==> src/rtl/led_mode_ctrl.sv <==
// Step sequencer for the active-low 4-LED bank: clock divider plus four display modes.
// A mode key picks the mode and a pause key freezes the display.
module led_mode_ctrl #(
    parameter int unsigned TICK_DIV = 50_000_000
) (
    input  logic       clk,
    input  logic       rst,
    input  logic       key_mode,
    input  logic       key_pause,
    output logic [3:0] led,
    output logic [1:0] mode,
    output logic       paused,
    output logic       tick
);

    localparam int unsigned CNT_W = (TICK_DIV > 2) ? $clog2(TICK_DIV) : 1;
    localparam logic [CNT_W-1:0] CNT_LAST = CNT_W'(TICK_DIV - 1);

    localparam logic [3:0] PAT_R   = 4'b0111;
    localparam logic [3:0] PAT_L   = 4'b1110;
    localparam logic [3:0] PAT_ALL = 4'b0000;

    typedef enum logic [1:0] {
        RUN_R  = 2'd0,
        RUN_L  = 2'd1,
        BOUNCE = 2'd2,
        BLINK  = 2'd3
    } mode_e;

    mode_e            mode_q, mode_d;
    logic [CNT_W-1:0] cnt_q, cnt_d;
    logic             dir_left_q, dir_left_d;
    logic [3:0]       led_d;
    logic             paused_d;
    logic             tick_d;
    logic             step;
    logic [3:0]       rot_r, rot_l;
    logic             walk_ok;

    function automatic logic [3:0] init_pat(input mode_e m);
        case (m)
            RUN_L:   init_pat = PAT_L;
            BLINK:   init_pat = PAT_ALL;
            default: init_pat = PAT_R;
        endcase
    endfunction

    assign rot_r   = {led[0], led[3:1]};
    assign rot_l   = {led[2:0], led[3]};
    assign walk_ok = (led == 4'b0111) || (led == 4'b1011) ||
                     (led == 4'b1101) || (led == 4'b1110);
    assign step    = (cnt_q == CNT_LAST) && !paused;
    assign mode    = mode_q;

    // Mode state register
    always_ff @(posedge clk or posedge rst) begin
        if (rst) mode_q <= RUN_R;
        else     mode_q <= mode_d;
    end

    // Mode next-state: each key_mode pulse advances one mode, wrapping
    always_comb begin
        mode_d = mode_q;
        if (key_mode) mode_d = mode_e'(2'(mode_q + 2'd1));
    end

    // Datapath next values; a mode change overrides any coincident step
    always_comb begin
        led_d      = led;
        cnt_d      = cnt_q;
        dir_left_d = dir_left_q;
        tick_d     = 1'b0;
        paused_d   = paused ^ key_pause;
        if (key_mode) begin
            led_d      = init_pat(mode_d);
            cnt_d      = '0;
            dir_left_d = 1'b0;
        end else begin
            if (!paused) cnt_d = (cnt_q == CNT_LAST) ? '0 : cnt_q + CNT_W'(1);
            if (step) begin
                tick_d = 1'b1;
                case (mode_q)
                    RUN_R:  led_d = walk_ok ? rot_r : PAT_R;
                    RUN_L:  led_d = walk_ok ? rot_l : PAT_L;
                    BOUNCE: begin
                        if (!walk_ok) begin
                            led_d      = PAT_R;
                            dir_left_d = 1'b0;
                        end else begin
                            led_d = dir_left_q ? rot_l : rot_r;
                            if (led_d == PAT_L)      dir_left_d = 1'b1;
                            else if (led_d == PAT_R) dir_left_d = 1'b0;
                        end
                    end
                    default: led_d = (led == 4'b0000 || led == 4'b1111) ? ~led : PAT_ALL;
                endcase
            end
        end
    end

    // Registered outputs and divider state
    always_ff @(posedge clk or posedge rst) begin
        if (rst) begin
            led        <= PAT_R;
            cnt_q      <= '0;
            dir_left_q <= 1'b0;
            paused     <= 1'b0;
            tick       <= 1'b0;
        end else begin
            led        <= led_d;
            cnt_q      <= cnt_d;
            dir_left_q <= dir_left_d;
            paused     <= paused_d;
            tick       <= tick_d;
        end
    end

endmodule

==> config.mk <==
export PLATFORM = sky130hd
export DESIGN_NAME = led_mode_ctrl
export DESIGN_NICKNAME = d
export VERILOG_FILES = /design/src/rtl/led_mode_ctrl.sv
export SDC_FILE = /design/constraint.sdc
export NUM_CORES = 1
export LEC_CHECK = 0
export ABC_AREA = 1
export CORE_MARGIN = 8
export CORE_UTILIZATION = 35
export DETAILED_ROUTE_END_ITERATION = 7
export SLEW_MARGIN = 25
export SYNTH_ARGS = -nofsm -noshare
export SYNTH_HDL_FRONTEND = slang
export SYNTH_SLANG_ARGS = --single-unit
export TNS_END_PERCENT = 10
==> constraint.sdc <==
create_clock -name clk -period 1.78 [get_ports clk]
set_input_delay 0.356 -clock clk [delete_from_list [all_inputs] [get_ports clk]]
set_output_delay 0.356 -clock clk [all_outputs]
set_load 0.05 [all_outputs]
==> key figures, run 1 <==
Yosys
  • Largest area contributor in the netlist: dfrtp_1
  • Synth top area cells: dfrtp_1, nand2_1, nor2_1
  • Post-synth EDFFs: 0
  • Yosys warning count: 0
  • Syn Area/Cell: 6.820 µm²
  • Synth Register Bits: 35
  • Fraction of registers with async set/reset: 100.0%
  • Cell count after synthesis: 353
  • Library cells used by synthesis: 37
  • Yosys top cell area share: 33.26%
  • Mapped Nets: 362
  • Primary FF master, synth: dfrtp_1
  • Synth Cell Area: 0.002407 mm²
  • Sequential-to-total area share from yosys stat: 36.54%

Layout
  • Total Nets Final: 412
  • Multi-input logic area: 0.001330 mm²
  • Antenna Cells: 0
  • Leading cell type in the layout, fill and taps excluded: nand2_1
  • Register Area: 879.6 µm²
  • Filler instances: 681
  • P&R area growth vs syn: 26.61%
  • Finished Layout Cells: 484
  • Layout cells sized above 1: 20.30%
  • Most frequent cells in the layout: nand2_1, nor2_1, inv_1, buf_4, dfrtp_1
  • Design area: 0.003048 mm²

Clocking
  • Clock root buffer: clkbuf_8
  • CTS buffer count: 5
  • Sinks on Clock Net: 35
  • CTS Hold Bufs: 0
  • CTS tree: done
  • CTS clk-pin slew, worst paths: 0.08 ns
  • H-tree depth: 2
  • Clk Latency, worst-skew pair: 0.29 ns
  • Clk buf depth: 2

STA
  • Slew Limit Fails: 0
  • RSZ-0062 raised after global routing: no
  • Final Hold Vio Count: 0
  • Relative slew margins: 78.46%
  • Worst Skew: 0.007766 ns
  • Least-Margin Pin Slew: 0.3206 ns
  • Setup violators final: 0
  • Final min period: 1.657 ns
  • Fmax: 0.6036 GHz
  • Fin Hold WS: 0.3961 ns
  • Tcrit/Tclk final: 93.08%

Setup path
  • RR Startpoint: cnt_q[0]$_DFFE_PP0P_
  • Crit-path slowest cell: clkdlybuf4s50_1
  • Cell family with most CP delay: buffers and inverters
  • Crit end category: flip-flop
  • CP Max Fanout: 5
  • Reg2reg end: dir_left_q$_DFFE_PP0P_
  • Startpoint Class: primary input
  • R2r setup slk: 0.14 ns
  • Critical Path AT: 1.84 ns
  • Worst path max stage delay: 0.60 ns
  • Worst path bufs/invs: 2
  • Logic depth of the worst path, buffers included: 10
  • Worst Setup SP: key_mode
  • Req. time, crit path: 1.97 ns
  • Kind of critical path: in2reg
  • R2R depth: 9
  • CP endpoint: cnt_q[17]$_DFFE_PP0P_
  • Cell chain of the critical path: clkdlybuf4s50_1, nor2_8, inv_2, nand2_1, nor2_4, nand2_2, nor2_4, nand2_1, o21ai_1, a21oi_1

Routing
  • Total number of vias: 2,421
  • WL/cell: 13.09 µm
  • DR vias/cell: 5.002
  • Final ANT Viol Nets: 0
  • Iter 0 DRT Violations: 164
  • Number of iterations in the first detailed-routing pass: 4
  • Drt total wl: 6336 µm
  • DRC Markers: 0

Power and ir drop
  • Switching share of power: 36.35%
  • P_int: 0.001848 W
  • NetSw: 0.001055 W
  • Combinational Power Share: 37.0%
  • Peak VDD IR: 0.3651 mV
  • LEAKAGE: 1.385 nW
  • Pwr dens: 952.5 mW/mm²
  • Seq pwr share: 33.0%
  • Clk pwr share: 30.0%

Floorplanning
  • Core area: 0.006719 mm²
  • Top-level port count: 12
  • Initial Utilization: 35.83%
  • Die area: 0.009788 mm²
  • Die Wd: 98.94 µm
  • Die height: 98.94 µm
  • Core Rows: 30

GRT
  • Largest net degree at the start of global routing: 36
  • Vias in the first global route: 2,442
  • GRT overflow: 0
  • Tot GR Track Use: 13.81%
  • Initial antenna violation count: 0
  • First-pass GRT wire length: 11,050 µm

Flow run
  • Max-cap violations: 0

Placement
  • PortBufs: 11
  • Dpl cells: 473
  • Placed Area: 0.002884 mm²
  • Post-DP HPWL: 5014 µm
  • Placer congestion estimate: 0.9531

Min path
  • Hold Path Class: in2async

Status
  • Status: complete, no violations
[worst min path at each step]
stage | from | to | slack (ns) | cells past startpoint
6_report | rst | cnt_q[15]$_DFFE_PP0P_ | 0.40 | 3
5_1_grt | rst | cnt_q[15]$_DFFE_PP0P_ | 0.43 | 3
4_1_cts | rst | cnt_q[20]$_DFFE_PP0P_ | 0.41 | 3
3_5_place_dp | paused$_DFF_PP0_ | paused$_DFF_PP0_ | 0.55 | 1
3_3_place_gp | paused$_DFF_PP0_ | paused$_DFF_PP0_ | 0.55 | 1
2_1_floorplan | key_pause | paused$_DFF_PP0_ | 0.44 | 1
[cell families after synthesis]
group	after synthesis	synth area share [%]
DFF	35	36.54
xor gates and xnor gates	2	0.7278
adders and majority gates	5	2.599
AOI/OAI and AO/OA	37	8.472
buffers and inverters	51	8.419
and+or+nand+nor	223	43.24
[tightest hold or removal path: stages]
cell and delay [ns]:
clkdlybuf4s50_1 0.40, inv_1 0.09, buf_12 0.22
[area by class of cell]
type                       count  area share [%]
multi-input combinational    267           43.64
sequential                    35           28.86
timing repair buffer          47           13.88
inverter                      47           5.870
clock buffer                   5           2.258
tap                           80           3.284
clock inverter                 3           2.217
[cell usage after synthesis (2+ instances only)]
cell type and instances:
dfstp_2 3, nand2_1 104, a31oi_1 2, nor3_1 18
nor2_2 3, o21ai_1 4, dfrtp_1 32, inv_2 4
ha_1 5, nand4_1 12, o21ai_0 9, nand3_1 21
o31ai_1 3, nand3_2 2, a211oi_1 2, a21oi_1 15
nor2_1 43, nand2_2 6, nor2_4 4, inv_1 42
buf_4 2, xor2_1 2
[stage by stage]
stage	setup WS, ns	TNS, ns	total power [W]	util (%)
after floorplan	0.06404	0	0.001621	-
after global placement	-0.1219	-0.5844	0.002054	42.92
after detailed placement	-0.1720	-1.263	0.002049	42.92
after CTS	0.09586	0	0.002927	44.95
after global routing	0.001575	0	0.003080	45.36
final	0.1232	0	0.002903	45.36
[metal layers]
metal / vias to the layer above / part of all wire [%] / global-route usage, %
met5: - / 0 / 0
met2: 49 / 47 / 22.35
met3: 9 / 4.1 / 2.889
li1: 1243 / - / -
met1: 1120 / 48 / 17.54
met4: 0 / 1.5 / 5.195
[power by group through the flow]
stage | combinational (W) | sequential [W] | clock (W)
5_1_grt | 0.00118 | 0.000972 | 0.000929
6_report | 0.00108 | 0.000958 | 0.000870
3_3_place_gp | 0.00108 | 0.000972 | 0
2_1_floorplan | 0.000473 | 0.00115 | 0
3_5_place_dp | 0.00108 | 0.000973 | 0
4_1_cts | 0.00108 | 0.000958 | 0.000889
[repair_timing]
item                                    CTS  global route
buffers inserted                          0             3
gates resized for setup                   0             3
endpoints found under the setup margin    0             6
[state kept, by name, indices dropped and copies added, names as in the netlist]
register	cells
tick	1
dir_left_q	1
paused	1
led	4
mode	2
cnt_q	26
No activity file was read; power rests on OpenSTA's default activity.
==> inputs of run 2 (changes only) <==
- CORE_UTILIZATION: 35 -> 60
- CTS_CLUSTER_DIAMETER: default -> 30
- PLACE_DENSITY: default -> 0.8
==> key figures, run 2 (same netlist as run 1, synthesis figures left out) <==
Status
  • Status: complete, no violations

Clocking
  • Clk Latency, worst-skew pair: 0.29 ns (about the same)
  • H-tree depth: 2 (unchanged)
  • CTS clk-pin slew, worst paths: 0.07 ns (about the same)
  • CTS tree: done
  • Sinks on Clock Net: 35 (unchanged)
  • Clk buf depth: 2 (unchanged)
  • CTS buffer count: 5 (unchanged)
  • Clock root buffer: clkbuf_8

STA
  • Final min period: 1.692 ns (+0.03552 ns)
  • Fmax: 0.5909 GHz (-2.1%)
  • Slew Limit Fails: 0 (unchanged)
  • Worst Skew: 0.005931 ns (-0.001834 ns)
  • Setup violators final: 0 (unchanged)
  • Relative slew margins: 69.70% (-8.8 points)
  • Least-Margin Pin Slew: 0.4545 ns (+0.1338 ns)
  • RSZ-0062 raised after global routing: yes
  • Tcrit/Tclk final: 95.07% (+2.0 points)
  • Fin Hold WS: 0.4578 ns (+0.06162 ns)
  • Final Hold Vio Count: 0 (unchanged)

GRT
  • Tot GR Track Use: 21.26% (+7.4 points)
  • Vias in the first global route: 2,288 (-6.3%)
  • GRT overflow: 0 (unchanged)
  • Largest net degree at the start of global routing: 36 (unchanged)
  • First-pass GRT wire length: 10,710 µm (-3.1%)
  • Initial antenna violation count: 0 (unchanged)

Flow run
  • Max-cap violations: 0 (unchanged)

Routing
  • Drt total wl: 6424 µm (+1.4%)
  • Total number of vias: 2,492 (+2.9%)
  • DRC Markers: 0 (unchanged)
  • DR vias/cell: 5.525 (+10%)
  • Iter 0 DRT Violations: 157 (-4.3%)
  • Number of iterations in the first detailed-routing pass: 4 (unchanged)
  • WL/cell: 14.24 µm (+8.8%)
  • Final ANT Viol Nets: 0 (unchanged)

Floorplanning
  • Core area: 0.003943 mm² (-41%)
  • Top-level port count: 12 (unchanged)
  • Die Wd: 79.34 µm (-20%)
  • Die height: 79.34 µm (-20%)
  • Initial Utilization: 61.06% (+25 points)
  • Core Rows: 23 (-23%)
  • Die area: 0.006295 mm² (-36%)

Layout
  • Max FFs per register: 26 (unchanged)
  • P&R area growth vs syn: 23.08%
  • Antenna Cells: 0 (unchanged)
  • Top reg by flops: cnt_q
  • Finished Core Util: 75.15% (+30 points)
  • Leading cell type in the layout, fill and taps excluded: nand2_1
  • Layout cells sized above 1: 20.20% (-0.098 points)
  • Most frequent cells in the layout: nand2_1, inv_1, nor2_1, buf_4, dfrtp_1
  • Total Nets Final: 409 (-0.73%)
  • Design area: 0.002963 mm² (-2.8%)

Min path
  • Hold Path Class: in2async

Placement
  • PortBufs: 11 (unchanged)
  • Post-DP HPWL: 4963 µm (-1.0%)
  • Placed Area: 0.002819 mm² (-2.3%)
  • Placer congestion estimate: 0.9266 (-2.8%)

Power and ir drop
  • Pwr Total: 0.002717 W (-6.4%)
  • Pwr dens: 916.9 mW/mm² (-3.7%)
  • Peak VDD IR: 0.6831 mV (+87%)
  • LEAKAGE: 1.347 nW (-2.7%)

Setup path
  • Reg2reg end: dir_left_q$_DFFE_PP0P_
  • Worst path max stage delay: 0.41 ns (-0.19 ns)
  • R2R depth: 8 (-1)
  • R2r setup slk: 0.09 ns (-0.05 ns)
  • Cell chain of the critical path: inv_1, nand2_1, nor3_1, nand3_4, nand2_4, buf_4, nand2_1, a21oi_1
  • CP Max Fanout: 5 (unchanged)
  • Critical Path Most Common Cell: nand2_1
  • Crit end category: flip-flop
  • Critical Path AT: 1.91 ns (+0.07 ns)
  • Startpoint Class: flip-flop
  • RR Startpoint: cnt_q[24]$_DFFE_PP0P_
  • Kind of critical path: reg2reg
  • Req. time, crit path: 2.00 ns (+0.03 ns)
  • Crit-path slowest cell: dfrtp_1
[run 2: worst max path at each step]
stage,from,endpoint
2_1_floorplan,paused$_DFF_PP0_,cnt_q[17]$_DFFE_PP0P_
3_3_place_gp,key_mode,cnt_q[23]$_DFFE_PP0P_
3_5_place_dp,key_mode,cnt_q[17]$_DFFE_PP0P_
4_1_cts,cnt_q[0]$_DFFE_PP0P_,dir_left_q$_DFFE_PP0P_
5_1_grt,cnt_q[0]$_DFFE_PP0P_,cnt_q[12]$_DFFE_PP0P_
6_report,cnt_q[24]$_DFFE_PP0P_,dir_left_q$_DFFE_PP0P_
[run 2: report_power, final]
part	switching (W)	internal [W]	total, W
Sequential	0.0000918	0.000881	0.000973
Clock	0.000305	0.000354	0.000659
Combinational	0.000680	0.000404	0.00108
Total	0.00108	0.00164	0.00272
[run 2: layout make-up]
cell class	instances	area, µm²
tap	50	62.56
fill	299	979.7
multi-input combinational	267	1354
inverter	47	178.9
sequential	35	879.6
clock buffer	8	100.1
timing repair buffer	44	387.9
[run 2: per-layer routing]
metal	vias up	global-route usage (%)	wire length, µm
met5	-	0	0
met4	0	9.630	118
met3	14	2.935	338
met2	71	32.21	2817
met1	1169	29.26	3149
li1	1238	-	-
[run 2: worst max-delay path, delay by kind of cell (launching register included)]
family / cells / cell delay (ns)
compound gates: 1 / 0.13
flops: 1 / 0.41
simple gates: 5 / 0.82
buf+inv: 2 / 0.28
[run 2: what timing repair did]
action | in CTS | in global routing
resized for setup | 0 | 8
endpoints found under the setup margin | 0 | 25
hold buffers | 0 | 0
buffers inserted | 0 | 2
[run 2: stage by stage]
step | setup TNS, ns | worst slack [ns] | cells
detailed placement | -0.6552 | -0.1578 | 441
global route | -0.1052 | -0.03494 | 451
finish | 0 | 0.08768 | 451
floorplan | 0 | 0.06404 | 353
global placement | -0.2834 | -0.09976 | 441
CTS | 0 | 0.04806 | 449
